===== config.mk =====
export PLATFORM = sky130hd
export DESIGN_NAME = breakout_block_hit
export DESIGN_NICKNAME = d
export VERILOG_FILES = /design/src/rtl/breakout_pkg.sv /design/src/rtl/breakout_grid_locate.sv /design/src/rtl/breakout_block_hit.sv
export SDC_FILE = /design/constraint.sdc
export NUM_CORES = 1
export LEC_CHECK = 0
export BUFFER_PORTS_ARGS = -buffer_cell sky130_fd_sc_hd__buf_2
export CAP_MARGIN = 20
export CORE_ASPECT_RATIO = 2
export CORE_MARGIN = 2
export CORE_UTILIZATION = 41
export DETAILED_ROUTE_END_ITERATION = 10
export RECOVER_POWER = 50
export SYNTH_ARGS = -nofsm -noshare
export SYNTH_HDL_FRONTEND = slang
export SYNTH_SLANG_ARGS = --single-unit

===== constraint.sdc =====
create_clock -name clk -period 5.4 [get_ports clk]
set_clock_uncertainty 0.2 [all_clocks]
set_input_delay 1.08 -clock clk [delete_from_list [all_inputs] [get_ports clk]]
set_output_delay 1.08 -clock clk [all_outputs]
set_load 0.03 [all_outputs]

===== src/rtl/breakout_pkg.sv =====
// Shared geometry, scoring and state types for the breakout block field.
// Used by the hit checker and the block renderer.
package breakout_pkg;

  localparam int BLOCK_W = 40;
  localparam int BLOCK_H = 20;
  localparam int NUM_X = 14;
  localparam int NUM_Y = 4;
  localparam int SPACING = 5;
  localparam int START_X = 152;
  localparam int START_Y = 150;

  localparam int PITCH_X = BLOCK_W + SPACING;
  localparam int PITCH_Y = BLOCK_H + SPACING;
  localparam int END_X = START_X + NUM_X * PITCH_X - SPACING;
  localparam int END_Y = START_Y + NUM_Y * PITCH_Y - SPACING;
  localparam int NUM_BLOCKS = NUM_X * NUM_Y;

  // 10-bit forms for comparing against pixel coordinates
  localparam logic [9:0] START_X10 = 10'(START_X);
  localparam logic [9:0] START_Y10 = 10'(START_Y);
  localparam logic [9:0] END_X10 = 10'(END_X);
  localparam logic [9:0] END_Y10 = 10'(END_Y);
  localparam logic [9:0] PITCH_X10 = 10'(PITCH_X);
  localparam logic [9:0] PITCH_Y10 = 10'(PITCH_Y);
  localparam logic [9:0] BLOCK_W10 = 10'(BLOCK_W);
  localparam logic [9:0] BLOCK_H10 = 10'(BLOCK_H);

  // Row colours (12-bit RGB) shared with the renderer
  localparam logic [11:0] COLOR_ROW0 = 12'hF00;
  localparam logic [11:0] COLOR_ROW1 = 12'hF80;
  localparam logic [11:0] COLOR_ROW2 = 12'h0F0;
  localparam logic [11:0] COLOR_ROW3 = 12'hFF0;

  typedef enum logic [2:0] {
    S_IDLE,
    S_DIV_X,
    S_DIV_Y,
    S_RESOLVE,
    S_DONE
  } hit_state_e;

  typedef enum logic [1:0] {
    L_IDLE,
    L_X,
    L_Y
  } loc_phase_e;

  // Points awarded per row; top row is worth most
  function automatic logic [3:0] row_points(input logic [1:0] row);
    logic [3:0] p;
    unique case (row)
      2'd0: p = 4'd7;
      2'd1: p = 4'd5;
      2'd2: p = 4'd3;
      default: p = 4'd1;
    endcase
    return p;
  endfunction

endpackage


===== src/rtl/breakout_grid_locate.sv =====
// Iterative-subtraction locator: turns a grid-relative offset into
// column/row indices plus the remainder inside the cell.
module breakout_grid_locate
  import breakout_pkg::*;
(
  input  logic       clk,
  input  logic       rst,
  input  logic       clear,
  input  logic       start,
  input  logic [9:0] dx_in,
  input  logic [9:0] dy_in,
  output logic [3:0] col,
  output logic [1:0] row,
  output logic [9:0] rem_x,
  output logic [9:0] rem_y,
  output logic       x_done,
  output logic       done
);

  loc_phase_e phase_q, phase_d;
  logic [3:0] col_q, col_d;
  logic [1:0] row_q, row_d;
  logic [9:0] rem_x_q, rem_x_d;
  logic [9:0] rem_y_q, rem_y_d;

  // One subtraction of the pitch per cycle, x first then y
  always_comb begin
    phase_d = phase_q;
    col_d = col_q;
    row_d = row_q;
    rem_x_d = rem_x_q;
    rem_y_d = rem_y_q;
    if (start) begin
      phase_d = L_X;
      col_d = '0;
      row_d = '0;
      rem_x_d = dx_in;
      rem_y_d = dy_in;
    end else begin
      unique case (phase_q)
        L_X: begin
          if (rem_x_q >= PITCH_X10) begin
            rem_x_d = rem_x_q - PITCH_X10;
            col_d = col_q + 4'd1;
          end else begin
            phase_d = L_Y;
          end
        end
        L_Y: begin
          if (rem_y_q >= PITCH_Y10) begin
            rem_y_d = rem_y_q - PITCH_Y10;
            row_d = row_q + 2'd1;
          end else begin
            phase_d = L_IDLE;
          end
        end
        default: phase_d = L_IDLE;
      endcase
    end
    if (clear) phase_d = L_IDLE;
  end

  // Locator state register
  always_ff @(posedge clk or posedge rst) begin
    if (rst) begin
      phase_q <= L_IDLE;
      col_q <= '0;
      row_q <= '0;
      rem_x_q <= '0;
      rem_y_q <= '0;
    end else begin
      phase_q <= phase_d;
      col_q <= col_d;
      row_q <= row_d;
      rem_x_q <= rem_x_d;
      rem_y_q <= rem_y_d;
    end
  end

  assign col = col_q;
  assign row = row_q;
  assign rem_x = rem_x_q;
  assign rem_y = rem_y_q;
  assign x_done = (phase_q == L_X) && (rem_x_q < PITCH_X10);
  assign done = (phase_q == L_Y) && (rem_y_q < PITCH_Y10);

endmodule


===== src/rtl/breakout_block_hit.sv =====
// Block hit checker: owns the visibility vector, score and block count,
// resolving each ball probe to a cell and clearing struck blocks.
module breakout_block_hit
  import breakout_pkg::*;
(
  input  logic        clk,
  input  logic        rst,
  input  logic        check_req,
  input  logic [9:0]  ball_x,
  input  logic [9:0]  ball_y,
  input  logic        level_reload,
  output logic        check_busy,
  output logic        check_done,
  output logic        hit,
  output logic [5:0]  hit_idx,
  output logic [55:0] visible_out,
  output logic [15:0] score,
  output logic [5:0]  blocks_left,
  output logic        all_cleared
);

  hit_state_e state_q, state_d;
  logic [55:0] visible_q, visible_d;
  logic [15:0] score_q, score_d;
  logic [5:0] blocks_q, blocks_d;
  logic [5:0] hit_idx_q, hit_idx_d;
  logic busy_q, busy_d;
  logic done_q, done_d;
  logic hit_q, hit_d;
  logic pend_q, pend_d;
  logic clr_q, clr_d;

  logic accept, in_grid, loc_start;
  logic loc_x_done, loc_done;
  logic [3:0] loc_col;
  logic [1:0] loc_row;
  logic [9:0] rem_x, rem_y;
  logic [5:0] idx;
  logic strike;
  logic [16:0] score_sum;

  assign in_grid = (ball_x >= START_X10) && (ball_x < END_X10)
                && (ball_y >= START_Y10) && (ball_y < END_Y10);
  assign accept = (state_q == S_IDLE) && !busy_q
               && check_req && !level_reload;
  assign loc_start = accept && in_grid;

  breakout_grid_locate u_locate (
    .clk    (clk),
    .rst    (rst),
    .clear  (level_reload),
    .start  (loc_start),
    .dx_in  (ball_x - START_X10),
    .dy_in  (ball_y - START_Y10),
    .col    (loc_col),
    .row    (loc_row),
    .rem_x  (rem_x),
    .rem_y  (rem_y),
    .x_done (loc_x_done),
    .done   (loc_done)
  );

  assign idx = ({4'd0, loc_row} * 6'(NUM_X)) + {2'd0, loc_col};
  assign strike = (rem_x < BLOCK_W10) && (rem_y < BLOCK_H10)
               && visible_q[idx];
  assign score_sum = {1'b0, score_q} + 17'(row_points(loc_row));

  // Check sequencing, hit resolution and reload handling
  always_comb begin
    state_d = state_q;
    visible_d = visible_q;
    score_d = score_q;
    blocks_d = blocks_q;
    hit_idx_d = hit_idx_q;
    busy_d = busy_q;
    done_d = 1'b0;
    hit_d = 1'b0;
    pend_d = pend_q;
    clr_d = (blocks_q == 6'd0);
    unique case (state_q)
      S_IDLE: begin
        busy_d = 1'b0;
        if (accept) begin
          busy_d = 1'b1;
          pend_d = 1'b0;
          state_d = in_grid ? S_DIV_X : S_DONE;
        end
      end
      S_DIV_X: if (loc_x_done) state_d = S_DIV_Y;
      S_DIV_Y: if (loc_done) state_d = S_RESOLVE;
      S_RESOLVE: begin
        if (strike) begin
          visible_d[idx] = 1'b0;
          blocks_d = blocks_q - 6'd1;
          score_d = score_sum[16] ? 16'hFFFF : score_sum[15:0];
          hit_idx_d = idx;
          pend_d = 1'b1;
        end
        state_d = S_DONE;
      end
      S_DONE: begin
        done_d = 1'b1;
        hit_d = pend_q;
        state_d = S_IDLE;
      end
      default: state_d = S_IDLE;
    endcase
    if (level_reload) begin
      state_d = S_IDLE;
      visible_d = '1;
      blocks_d = 6'(NUM_BLOCKS);
      clr_d = 1'b0;
      busy_d = 1'b0;
      done_d = 1'b0;
      hit_d = 1'b0;
      pend_d = 1'b0;
    end
  end

  // Registered state and outputs
  always_ff @(posedge clk or posedge rst) begin
    if (rst) begin
      state_q <= S_IDLE;
      visible_q <= '1;
      score_q <= '0;
      blocks_q <= 6'(NUM_BLOCKS);
      hit_idx_q <= '0;
      busy_q <= 1'b0;
      done_q <= 1'b0;
      hit_q <= 1'b0;
      pend_q <= 1'b0;
      clr_q <= 1'b0;
    end else begin
      state_q <= state_d;
      visible_q <= visible_d;
      score_q <= score_d;
      blocks_q <= blocks_d;
      hit_idx_q <= hit_idx_d;
      busy_q <= busy_d;
      done_q <= done_d;
      hit_q <= hit_d;
      pend_q <= pend_d;
      clr_q <= clr_d;
    end
  end

  assign check_busy = busy_q;
  assign check_done = done_q;
  assign hit = hit_q;
  assign hit_idx = hit_idx_q;
  assign visible_out = visible_q;
  assign score = score_q;
  assign blocks_left = blocks_q;
  assign all_cleared = clr_q;

endmodule


Yosys cells after proc, flatten, opt, wreduce, memory -nomap -nowiden
Cells that the tools add are included.
{ "totals": {"register_bits": 120, "input_bits": 24, "output_inout_bits": 88, "elab_cells": 132} }
{ "classes": {"n_addsub": 9, "multipliers": 1, "n_lt_le_gt_ge": 12, "n_eq_ne": 14, "muxes": 47, "bitwise": 2, "n_reduce_logical": 32} }
{ "ops": {"columns": ["operator", "count"], "rows": [
  ["$mux W56", 3],
  ["$mux W10", 6],
  ["$and A56 B56 Y56", 1],
  ["$not A56 Y56", 1],
  ["$ge A10 B8 Y1 const B", 2],
  ["$lt A10 B5 Y1 const B", 2],
  ["$lt A10 B6 Y1 const B", 2],
  ["$sub A10 B8 Y10 const B", 2],
  ["$mux W6", 3],
  ["$add A16 B4 Y17", 1],
  ["$mux W16", 1],
  ["$mux W3", 5],
  ["$mux W2", 7],
  ["$reduce_bool A2 Y1", 7],
  ["$mux W1", 13],
  ["$logic_and A1 B1 Y1", 12],
  ["$mux W4", 3],
  ["$ne A3 B3 Y1 const B", 4],
  ["$pmux W3 S4", 1],
  ["$ge A10 B5 Y1 const B", 1],
  ["$ge A10 B6 Y1 const B", 1],
  ["$lt A10 B10 Y1 const B", 1],
  ["$lt A10 B8 Y1 const B", 1],
  ["$reduce_and A2 Y1", 5],
  ["other kinds (26)", 32]
]} }

Longest topological paths before layout
{ "logic_depth": {"ltp_word": 11, "depth_mapped": 16, "depth_no_buf": 12} }

Cells and area by module
From an unflattened synthesis, not the netlist that was laid out.
{ "hier_totals": {"cells_unflattened": 747, "hier_area_um2": 7160.6} }
{ "modules_own_cells": {"columns": ["module", "instances", "cells_per_inst", "area_per_inst_um2", "seq_area_each_um2"], "rows": [
  ["breakout_block_hit", 1, 574, 5500.3, 2376.0],
  ["breakout_grid_locate", 1, 173, 1660.3, 700.7]
]} }

Worst setup path before layout
OpenSTA, ideal clock, no wires.
{ "synth_path": {"path_kind": "register to register", "start": "reg u_locate.row_q[0], in the netlist u_locate.row[0]", "end": "reg score_q[8], in the netlist score[8]", "setup_ns": 0.125, "arrival_time_ns": 3.567, "required_time_ns": 5.075, "path_slack_ns": 1.508, "path_stages_with_launch": 16, "path_buffers": 5, "synth_period_minus_slack_ns": 3.892, "cell_sequence": "dfrtp_1 > inv_1 > ha_1 > inv_1 > fa_1 > buf_2 > buf_2 > buf_2 > buf_2 > o221ai_1 > o21a_1 > nor3_1 > o32ai_2 > buf_2 > nor4b_1 > mux2_2"} }
{ "synth_via": {"elab_chain_len": 6, "word_cells_on_any_way": 12, "cone_classes": "2 x add/sub; 1 x mul; 2 x eq/ne; 4 x mux; 3 x reduce/logical"} }
{ "synth_lines": {"columns": ["item", "line_no", "source"], "rows": [
  ["start, declared", "breakout_grid_locate.sv:22", "logic [1:0] row_q, row_d;"],
  ["start signal, assigned", "breakout_grid_locate.sv:74", "row_q <= row_d;"],
  ["$mul A2 B3 Y5", "breakout_block_hit.sv:63", "assign idx = ({4'd0, loc_row} * 6'(NUM_X)) + {2'd0, loc_col};"],
  ["$add A6 B4 Y6", "breakout_block_hit.sv:63", null],
  ["$bmux W1 S6", "breakout_block_hit.sv:65", "&& visible_q[idx];"],
  ["$mux W1 (implied by the code)", "breakout_block_hit.sv:65", null],
  ["$logic_and A1 B1 Y1", "breakout_block_hit.sv:65", null],
  ["$reduce_and A2 Y1 (no line)", null, null],
  ["end signal, assigned", "breakout_block_hit.sv:136", "score_q <= score_d;"],
  ["end, declared", "breakout_block_hit.sv:24", "logic [15:0] score_q, score_d;"]
]} }
Parallel ways exist; a longest one is shown, timed or not. The select of a mux whose other input is x is not followed.
A chain may end at the register's enable or synchronous reset.

Worst setup path in the final report
{ "layout_path": {"start": "reg u_locate.row_q[0], in the netlist u_locate.row[0]", "end": "reg visible_q[51], in the netlist visible_out[51]"} }
{ "layout_via": {"elab_chain_len": 11, "word_cells_on_any_way": 17, "cone_classes": "1 x add/sub; 1 x mul; 2 x order compare; 7 x mux; 2 x bitwise; 4 x reduce/logical"} }
{ "layout_lines": {"columns": ["item", "line_no", "source"], "rows": [
  ["$mul A2 B3 Y5 *", "breakout_block_hit.sv:63", null],
  ["$add A6 B4 Y6 *", "breakout_block_hit.sv:63", null],
  ["$lt A6 B7 Y1 (implied by the code) or $ge A6 B1 Y1 (tied branches)", "breakout_block_hit.sv:93", "visible_d[idx] = 1'b0;"],
  ["$logic_and A1 B1 Y1 (implied by the code)", "breakout_block_hit.sv:93", null],
  ["$mux W1 (implied by the code)", "breakout_block_hit.sv:93", null],
  ["$demux W1 S6", "breakout_block_hit.sv:93", null],
  ["$not A56 Y56 (no line)", null, null],
  ["$and A56 B56 Y56 (no line)", null, null],
  ["$mux W56", "breakout_block_hit.sv:92", "if (strike) begin"],
  ["$mux W56", "breakout_block_hit.sv:80", "unique case (state_q)"],
  ["$mux W56", "breakout_block_hit.sv:108", "if (level_reload) begin"],
  ["end signal, assigned", "breakout_block_hit.sv:135", "visible_q <= visible_d;"],
  ["end, declared", "breakout_block_hit.sv:23", "logic [55:0] visible_q, visible_d;"]
]} }
Every way passes the cells marked *; elsewhere a longest branch is shown, timed or not. The select of a mux whose other input is x is not followed.

==> results <==
- The run finished, with violations left.
- The checks that failed: max-capacitance violations, max-slew violations.
- The critical path capture point type is a flop.
- The cell family contributing the most delay on the critical path is adder cells.
- The start point of the worst min-delay path is pend_q.
- Yosys mapped the design onto 64 distinct sky130hd cell types.
- The post-cts resize count is 0.
- The total count of hold-check failures in the final report is 0.
- After detailed routing, the average wire length per cell comes to 18.50 µm.
- The mean area per synthesized cell is 9.605 µm².
- STA classifies the critical path startpoint as a flop.
- The floorplan step set the die height to 185.0 µm.
- At the end of the flow, the number of nets in the layout was 851.
- The minimum period implied by the final worst setup slack is 4.876 ns.
- The highest attainable clock frequency is 0.2051 GHz.
- The sum of negative setup slack is 0 ns.
- On the worst path, the slowest cell contributes a delay of 1.14 ns.
- The post-route fraction of the period consumed by the critical path is 0.9029.
- Together, buffers and inverters on the worst path number 4.
- The wire length of the first global-routing pass is 30390 µm.
- The worst voltage drop across the vdd grid is 336.2 µV.
- Setup repair after global routing left no endpoint under its margin.
- The final-layout worst hold slack is 0.2911 ns.
- For this run, the total global-route usage over all layers was measured as 0.2255.
- The endpoint of the worst hold path is hit.
- The synthesis warning total is 0.
- The share of flip-flops with an asynchronous set or reset is 1.000.
- Across the run, the number of max-cap violations was 2.
- The number of vias per cell after detailed routing is 5.688.
- After detailed routing, the number of remaining DRC violations is 0.
- Power spread over the standard cell area amounts to 519.2 nW/µm².
- The final weighted congestion in routability-driven placement is 0.8898.
- In this run the worst hold path is classified as reg2reg.
- For this run, the share of the core covered by cells in the final layout is 0.4945.
- The top cell type by total area after synthesis is sky130_fd_sc_hd__dfstp_2.
- The total nets after synthesis is 744.
- Relative to the synthesized area, the layout overhead comes to 19.21%.
- For the pin with the worst max-slew slack, the measured transition is 3.324 ns.
- The area of the mapped netlist is 6714 µm².
- The final global-route overflow total is 0.
- The first detailed-routing pass took 5 iterations.
- The data required time at the worst endpoint is 5.54 ns.
- The signal on the critical path passes through inv_1 > ha_1 > inv_1 > fa_1 > buf_4 > or3_1 > o221ai_1 > o211ai_1 > nand3_4 > buf_4 > or2_1 > o32a_1.
- In this run, post-CTS hold repair placed 0 buffers.
- The number of global-route vias before repair is 5867.
- Summed over all cells, the static leakage comes to 0.003200 µW.
- Input and output buffers added on the ports amount to 111.
- Yosys instantiated no cell more often than sky130_fd_sc_hd__nor2_1.
- The worst slew slack as a fraction of its limit is -1.228.
- The total of flip-flops plus latches after synthesis is 120.
- The count of pins over their slew limit came to 140.
- The die covers 17480 µm².
- The critical setup path kind is reg2reg.
- The longest clock path from root to sink contains 2 buffers.
- Counting instances, the worst hold path has a depth of 1.
- The die boundary width is 94.49 µm.
- After synthesis, the most frequently instantiated cells are sky130_fd_sc_hd__nor2_1, sky130_fd_sc_hd__a21oi_1, sky130_fd_sc_hd__dfrtp_1.
- Of the synthesized area, sequential elements account for 0.4583.
- TritonCTS created 17 clock buffers.
- The reg-to-reg critical path endpoint is visible_out[51].
- The clock slew at the register clock pins of the worst setup and hold paths is 0.06 ns.
- The floorplan has 66 rows.
- In this run, the number of DRC markers left after iteration 0 of detailed routing was 272.
- The cell count after synthesis is 699.
- The detailed router placed 5819 vias in this run.
- The fraction of layout instances using a drive strength above 1 is 0.2527.
- The internal reg-to-reg setup slack is 0.52 ns.
- For this design, the sink count on the clock tree is 120.
- Along the worst path, the maximum fanout reaches 23.
- STA puts the critical path data arrival time at 5.01 ns.
- The number of routed nets with antenna violations is 0.
- In this run the count of I/O pins placed on the die edge is 112.
- The starting utilization of the core area is 0.4148.
- The HPWL after detailed placement is 13800 µm.
- The share of synthesized area in the top cell type comes to 0.2309.
- The startpoint of the most critical register-to-register path is u_locate.row[0].
- The standard cell core area is 16190 µm².
- Clock latency on the worst-skew pair, taken at its later pin, is 0.42 ns.
- The predominant post-synthesis flop cell is sky130_fd_sc_hd__dfrtp_1.
- The total wirelength of the detailed-routed design is 18920 µm.
- The depth of the most critical reg-to-reg path is 12.
- The largest net degree at the start of global routing is 73.
- The standard cell with the maximum stage delay on the critical path is sky130_fd_sc_hd__fa_1.
- The setup fix buffers added after clock tree synthesis is 0.
- The number of antenna violations at the first check in global routing was 0.
- The TritonCTS clock tree is built.
- The diode insertion count for antenna repair is 0.
- In the post-synthesis netlist, the biggest area contributors are sky130_fd_sc_hd__dfstp_2, sky130_fd_sc_hd__dfrtp_1, sky130_fd_sc_hd__nor2_1.
- Clock tree synthesis selected as its root buffer the cell sky130_fd_sc_hd__clkbuf_16.
- In this run, synthesis inferred 0 flip-flops with an integrated enable.
- The number of setup violations in the final report is 0.
- The H-tree generated during clock tree synthesis spans 4 levels.
==> how the worst max path moves through the flow <==
stage               startpoint               to  slack, ns  depth (start not counted)
6_report       u_locate.row[0]  visible_out[51]       0.52                         12
5_1_grt        u_locate.row[0]  visible_out[51]       0.18                         12
4_1_cts        u_locate.row[0]  visible_out[43]       0.53                         11
3_5_place_dp   u_locate.row[0]  visible_out[35]       0.55                         11
3_3_place_gp   u_locate.row[0]  visible_out[51]       0.75                         12
2_1_floorplan              rst      all_cleared       1.03                          1
==> cells by family after synthesis <==
group	after synthesis	synth area share
flops	120	0.4583
compound gates	144	0.1329
xor+xnor	37	0.04827
buf+inv	59	0.03690
fa+ha+maj	21	0.04137
simple gates	268	0.2026
mux	50	0.07976
==> report_power, final <==
group / leakage [µW] / total, µW / internal, µW / switching [µW]
clock network: 0.000283 / 1140 / 730 / 415
registers: 0.00140 / 1120 / 991 / 133
logic: 0.00152 / 1890 / 631 / 1260
==> through the flow <==
| stage | area, µm² | worst slack, ns | std cells | total power (µW) |
|---|---|---|---|---|
| floorplan | 6714 | 1.032 | 699 | 2501 |
| CTS | 8044 | 0.5268 | 1021 | 4171 |
| global placement | 7448 | 0.7542 | 989 | 2939 |
| detailed placement | 7448 | 0.5532 | 989 | 3006 |
| finish | 8004 | 0.5242 | 1023 | 4156 |
| global route | 8004 | 0.1786 | 1023 | 4433 |
==> metal layers <==
layer	vias to the layer above	GRT usage	routed length (µm)
met5	-	0	0
met4	0	0.1165	763
met3	51	0.04394	941
met2	202	0.3974	9995
met1	2859	0.2532	7220
li1	2707	-	-
==> layout by cell type (no fill, tap or decap), types with 25 or more instances in the layout <==
cell                       synthesis  layout
sky130_fd_sc_hd__buf_2            15      70
sky130_fd_sc_hd__dfstp_2          59      59
sky130_fd_sc_hd__clkbuf_1         16      42
sky130_fd_sc_hd__inv_1            26      25
sky130_fd_sc_hd__nor3_1           25      25
sky130_fd_sc_hd__dfrtp_1          61      61
sky130_fd_sc_hd__nor2_1          108     108
sky130_fd_sc_hd__mux2_2           28      28
sky130_fd_sc_hd__a21oi_1          69      69
sky130_fd_sc_hd__nand2_1          34      34
==> flip-flops by register name, indices dropped and copies added, names as in the netlist <==
register	flops
visible_out	56
score	16
u_locate.rem_x	10
u_locate.rem_y	10
blocks_left	6
hit_idx	6
u_locate.col	4
state_q	3
u_locate.phase_q	2
u_locate.row	2
all_cleared	1
check_busy	1
check_done	1
hit	1
pend_q	1
==> cell type report <==
| class | instances | area (µm²) |
|---|---|---|
| Clock buffer | 18 | 439.2 |
| Clock inverter | 14 | 156.4 |
| Fill cell | 1595 | 8182 |
| Inverter | 26 | 98.84 |
| Multi-Input combinational cell | 520 | 3401 |
| Sequential cell | 120 | 3077 |
| Tap cell | 204 | 255.2 |
| Timing Repair Buffer | 121 | 576.8 |
Power figures use the tool's default switching activity.
